`config.mk`:
```
export PLATFORM = sky130hd
export DESIGN_NAME = tick_timer
export DESIGN_NICKNAME = d
export VERILOG_FILES = /design/src/rtl/tick_timer.sv
export SDC_FILE = /design/constraint.sdc
export NUM_CORES = 1
export LEC_CHECK = 0
export BUFFER_PORTS_ARGS = -buffer_cell sky130_fd_sc_hd__buf_2
export CORE_MARGIN = 2
export CORE_UTILIZATION = 55
export DETAILED_ROUTE_END_ITERATION = 6
export GPL_TIMING_DRIVEN = 0
export PLACE_DENSITY = 0.85
export SYNTH_ARGS = -nofsm -noshare
export SYNTH_HDL_FRONTEND = slang
export SYNTH_SLANG_ARGS = --single-unit
```
`constraint.sdc`:
```
create_clock -name clk_in -period 3.8 [get_ports clk_in]
set_input_delay 0.57 -clock clk_in [delete_from_list [all_inputs] [get_ports clk_in]]
set_output_delay 0.57 -clock clk_in [all_outputs]
set_load 0.005 [all_outputs]
```
`src/rtl/tick_timer.sv`:
```
// tick_timer: programmable event timer counting upstream tick pulses.
// Emits a one-cycle expire pulse and sets a sticky irq when the period completes.
// Supports one-shot and periodic modes.
// Optional feature: define TICK_TIMER_CAPTURE_EN to add the count snapshot ports
// (cap_req, cap_val, cap_vld).
module tick_timer #(
    parameter int CNT_W      = 16,
    parameter int DEF_PERIOD = 10
) (
    input  logic             clk_in,
    input  logic             rst,
    input  logic             tick_in,
    input  logic             cfg_we,
    input  logic [CNT_W-1:0] cfg_period,
    input  logic             mode,
    input  logic             start,
    input  logic             stop,
    input  logic             irq_clr,
    output logic [CNT_W-1:0] count,
    output logic             busy,
    output logic             expire,
    output logic             irq
`ifdef TICK_TIMER_CAPTURE_EN
    ,
    input  logic             cap_req,
    output logic [CNT_W-1:0] cap_val,
    output logic             cap_vld
`endif
);

    typedef enum logic {
        IDLE = 1'b0,
        RUN  = 1'b1
    } state_t;

    state_t           state_q, state_d;
    logic [CNT_W-1:0] period_q, period_d;
    logic [CNT_W-1:0] count_d;
    logic             mode_q, mode_d;
    logic             expire_d;
    logic             irq_d;

    // Next-state and next-output decode; priority is stop > start > tick_in.
    always_comb begin
        state_d  = state_q;
        period_d = period_q;
        count_d  = count;
        mode_d   = mode_q;
        expire_d = 1'b0;
        irq_d    = irq;

        // A zero period is meaningless, so it is stored as 1.
        if (cfg_we) begin
            period_d = (cfg_period == '0) ? CNT_W'(1) : cfg_period;
        end

        case (state_q)
            IDLE: begin
                if (!stop && start) begin
                    mode_d  = mode;
                    count_d = '0;
                    state_d = RUN;
                end
            end
            RUN: begin
                if (stop) begin
                    state_d = IDLE;
                end else if (start) begin
                    mode_d  = mode;
                    count_d = '0;
                end else if (tick_in) begin
                    // >= rather than == so a period shrunk mid-run still expires.
                    if (count >= period_q - CNT_W'(1)) begin
                        expire_d = 1'b1;
                        count_d  = '0;
                        if (!mode_q) begin
                            state_d = IDLE;
                        end
                    end else begin
                        count_d = count + CNT_W'(1);
                    end
                end
            end
            default: state_d = IDLE;
        endcase

        // Setting by expiry wins over a simultaneous clear.
        if (expire_d) begin
            irq_d = 1'b1;
        end else if (irq_clr) begin
            irq_d = 1'b0;
        end
    end

    // State and registered outputs; busy is decoded from the next state so it is a flop.
    always_ff @(posedge clk_in) begin
        if (rst) begin
            state_q  <= IDLE;
            period_q <= CNT_W'(DEF_PERIOD);
            mode_q   <= 1'b0;
            count    <= '0;
            busy     <= 1'b0;
            expire   <= 1'b0;
            irq      <= 1'b0;
        end else begin
            state_q  <= state_d;
            period_q <= period_d;
            mode_q   <= mode_d;
            count    <= count_d;
            busy     <= (state_d == RUN);
            expire   <= expire_d;
            irq      <= irq_d;
        end
    end

`ifdef TICK_TIMER_CAPTURE_EN
    // Snapshot of the count as it stood before this edge's update.
    always_ff @(posedge clk_in) begin
        if (rst) begin
            cap_val <= '0;
            cap_vld <= 1'b0;
        end else begin
            cap_vld <= cap_req;
            if (cap_req) begin
                cap_val <= count;
            end
        end
    end
`endif

endmodule

```
==> flow_metrics.env <==
export IMPL_cts_made_buffers=5
export IMPL_overflow=0
export IMPL_place_area_sq_um=2417
export IMPL_fillCellCount=315
export IMPL_seq_area_frac_synth_pct=33.49
export IMPL_finalCriticalPeriod_ns=3.456
export IMPL_r2r_start="period_q[2]"
export IMPL_synth_edff_count=0
export IMPL_clk_path_buf_depth=2
export IMPL_hold_viol=0
export IMPL_finalNetCount=336
export IMPL_io_buffers=41
export IMPL_ios=43
export IMPL_vias=1908
export IMPL_setup_violations=0
export IMPL_rsz0062_at_grt="no"
export IMPL_post_drt_via_cell_ratio=5.563
export IMPL_die_h_um=66.55
export IMPL_ctsResizeCount=0
export IMPL_drt_first_iter_violations=110
export IMPL_min_path_cells=2
export IMPL_drtAntennaViolNets=0
export IMPL_synth_nets=288
export IMPL_clk_latency_ns=0.29
export IMPL_min_to="irq"
export IMPL_relSlewSlack_pct=54.02
export IMPL_tns_ns=0
export IMPL_grt_max_degree=11
export IMPL_syn_instance_count=246
export IMPL_finClkSkew_ns=0.004110
export IMPL_cpPeakStageDelay_ns=0.58
export IMPL_placedCellCount=335
export IMPL_maxCapViolCount=0
export IMPL_peakVddDrop_mv=0.2762
export IMPL_path_cells="nor4_1 -> nand2_1 -> or4_1 -> nor4_1 -> xnor2_1 -> ha_1 -> a211o_1 -> o211ai_1 -> o21ai_0 -> nor3_1 -> nor4b_1 -> nor4_1"
export IMPL_netlist_area_sq_um=2152
export IMPL_crit_top_cell="nor4_1"
export IMPL_r2r_setup_slack_ns=0.34
export IMPL_grt_pass1_wl_mm=7.465
export IMPL_cp_slowest_cell="nor3_1"
export IMPL_async_flop_share_pct=0
export IMPL_area_delta_synth_final_pct=16.51
export IMPL_core_area_sq_um=3716
export IMPL_worstPathArrival_ns=3.65
export IMPL_p_per_area_nw_per_um2=307.4
export IMPL_synth_top_area_share_pct=33.49
export IMPL_yosysWarnings=0
export IMPL_cts_tree="done"
export IMPL_path_buf_inv=0
export IMPL_final_max_slew_viol_count=0
export IMPL_num_rows=22
export IMPL_initial_core_util_pct=57.91
export IMPL_grt_antenna_before_repair=0
export IMPL_cp_max_fo=6
export IMPL_grt_pass1_vias=1761
export IMPL_crit_required_ns=4.00
export IMPL_ys_types=44
export IMPL_drc=0
export IMPL_yosysTopAreaCell="dfxtp_1"
export IMPL_r2r_end="state_q"
export IMPL_ys_ff_latch=36
export IMPL_clock_fmax_ghz=0.2893
export IMPL_clk_pin_slew_worst_paths_ns=0.07
export IMPL_tightestPinTransition_ns=0.6844
export IMPL_root_buffer="clkbuf_8"
export IMPL_layout_cells_non_filler=343
export IMPL_yosysMostFrequentCell="dfxtp_1"
export IMPL_stdcell_area_sq_um=2507
export IMPL_gp_congestion=0.7882
export IMPL_crit_path_end_kind="register"
export IMPL_postCtsSetupBuffers=0
export IMPL_wl_mm=4.528
export IMPL_path_delay_family="simple AND/OR/NAND/NOR gates"
export IMPL_hp_class="reg2reg"
export IMPL_postSynthAreaPerCell_sq_um=8.748
export IMPL_antenna_cells=0
export IMPL_hp_start="irq"
export IMPL_wire_per_inst_um=13.20
export IMPL_cts_hold_fix_buffers=0
export IMPL_status="completed"
export IMPL_track_usage_pct=22.19
export IMPL_drive_gt1_share_pct=18.98
export IMPL_rr_worst_depth=12
export IMPL_critPathLaunchType="register"
export IMPL_dpl_hpwl_mm=3.638
export IMPL_dieArea_sq_um=4429
export IMPL_drt_pass1_iter_count=4
export IMPL_synth_area_leaders="dfxtp_1 33%, ha_1 10%, mux2i_1 7.0%"
export IMPL_period_share_pct=90.96
export IMPL_cts_htree_levels=2
export IMPL_synth_flop_cell="dfxtp_1"
export IMPL_power_leakage_nw=1.135
export IMPL_cts_sinks=36
export IMPL_die_w_um=66.55
export IMPL_synth_commonest_cells="36 x dfxtp_1, 26 x nor2_1, 18 x ha_1, 18 x nand2_1, 17 x a21oi_1"
export IMPL_path_class="reg2reg"
export IMPL_setup_worst_path_start="period_q[2]"
==> how the worst max path moves through the flow <==
| stage | end | depth (start not counted) |
|---|---|---|
| 2_1_floorplan | count[13] | 14 |
| 3_3_place_gp | count[15] | 14 |
| 3_5_place_dp | count[6] | 14 |
| 4_1_cts | state_q | 12 |
| 5_1_grt | state_q | 12 |
| 6_report | state_q | 12 |
==> through the flow <==
stage | power (mW) | hold slack (ns) | util (%) | setup WS (ns)
floorplan | 0.4714 | 0.4614 | - | 0.6853
global placement | 0.4985 | 0.4565 | 65.05 | 0.4112
detailed placement | 0.5031 | 0.4643 | 65.05 | 0.3481
CTS | 0.7745 | 0.4733 | 67.47 | 0.3293
global route | 0.8055 | 0.4857 | 67.47 | 0.03841
finish | 0.7707 | 0.4739 | 67.47 | 0.3436
==> kinds of logic after synthesis <==
family          share of synthesized area [%]
buf+inv                                 3.372
fa+ha+maj                               10.47
simple gates                            24.94
flops                                   33.49
mux                                     6.977
compound gates                          13.84
xor+xnor                                6.918
==> worst min-delay path: stages, from the launching register on <==
cell and delay [ns]:
dfxtp_1 0.31, nand2b_1 0.06, a21oi_1 0.06
==> routing by layer <==
layer / wire length [um] / track usage (%)
met2: 2159 / 39.13
met5: 0 / 0
met3: 249 / 4.899
met4: 65 / 8.673
met1: 2054 / 25.94
==> cell usage in the layout (no fill, tap or decap), types with 4 or more instances in the layout <==
| cell type | instances |
|---|---|
| a31oi_1 | 9 |
| nand3_1 | 8 |
| mux2i_1 | 15 |
| buf_2 | 41 |
| clkbuf_1 | 5 |
| nor2_1 | 26 |
| nor4_1 | 8 |
| xor2_1 | 6 |
| o21ai_0 | 6 |
| ha_1 | 18 |
| and3_1 | 6 |
| nor2b_1 | 4 |
| dfxtp_1 | 36 |
| xnor2_1 | 11 |
| nand2_1 | 18 |
| a21oi_1 | 17 |
| clkbuf_8 | 6 |
| nor3_1 | 8 |
| inv_1 | 6 |
==> where the power goes <==
part | switching [mW] | internal [mW] | total, mW
Sequential | 0.0136 | 0.389 | 0.402
Clock | 0.128 | 0.148 | 0.276
Combinational | 0.0481 | 0.0444 | 0.0925
Total | 0.190 | 0.581 | 0.771
==> sequential cells by signal, summed over array words and instances, names as in the netlist <==
signal and flops:
expire 1, state_q 1, irq 1, mode_q 1, count 16, period_q 16
==> area by class of cell <==
cell class,instances,area (sq um),area share [%]
inverters,6,22.52,0.8982
plain buffers,7,50.05,1.996
multi-input cells,197,1359,54.19
repair buffers,41,205.2,8.184
flip-flops and latches,36,720.7,28.74
well taps,48,60.06,2.395
clock buffers,8,90.09,3.593
(Power assumes the default switching activity.)
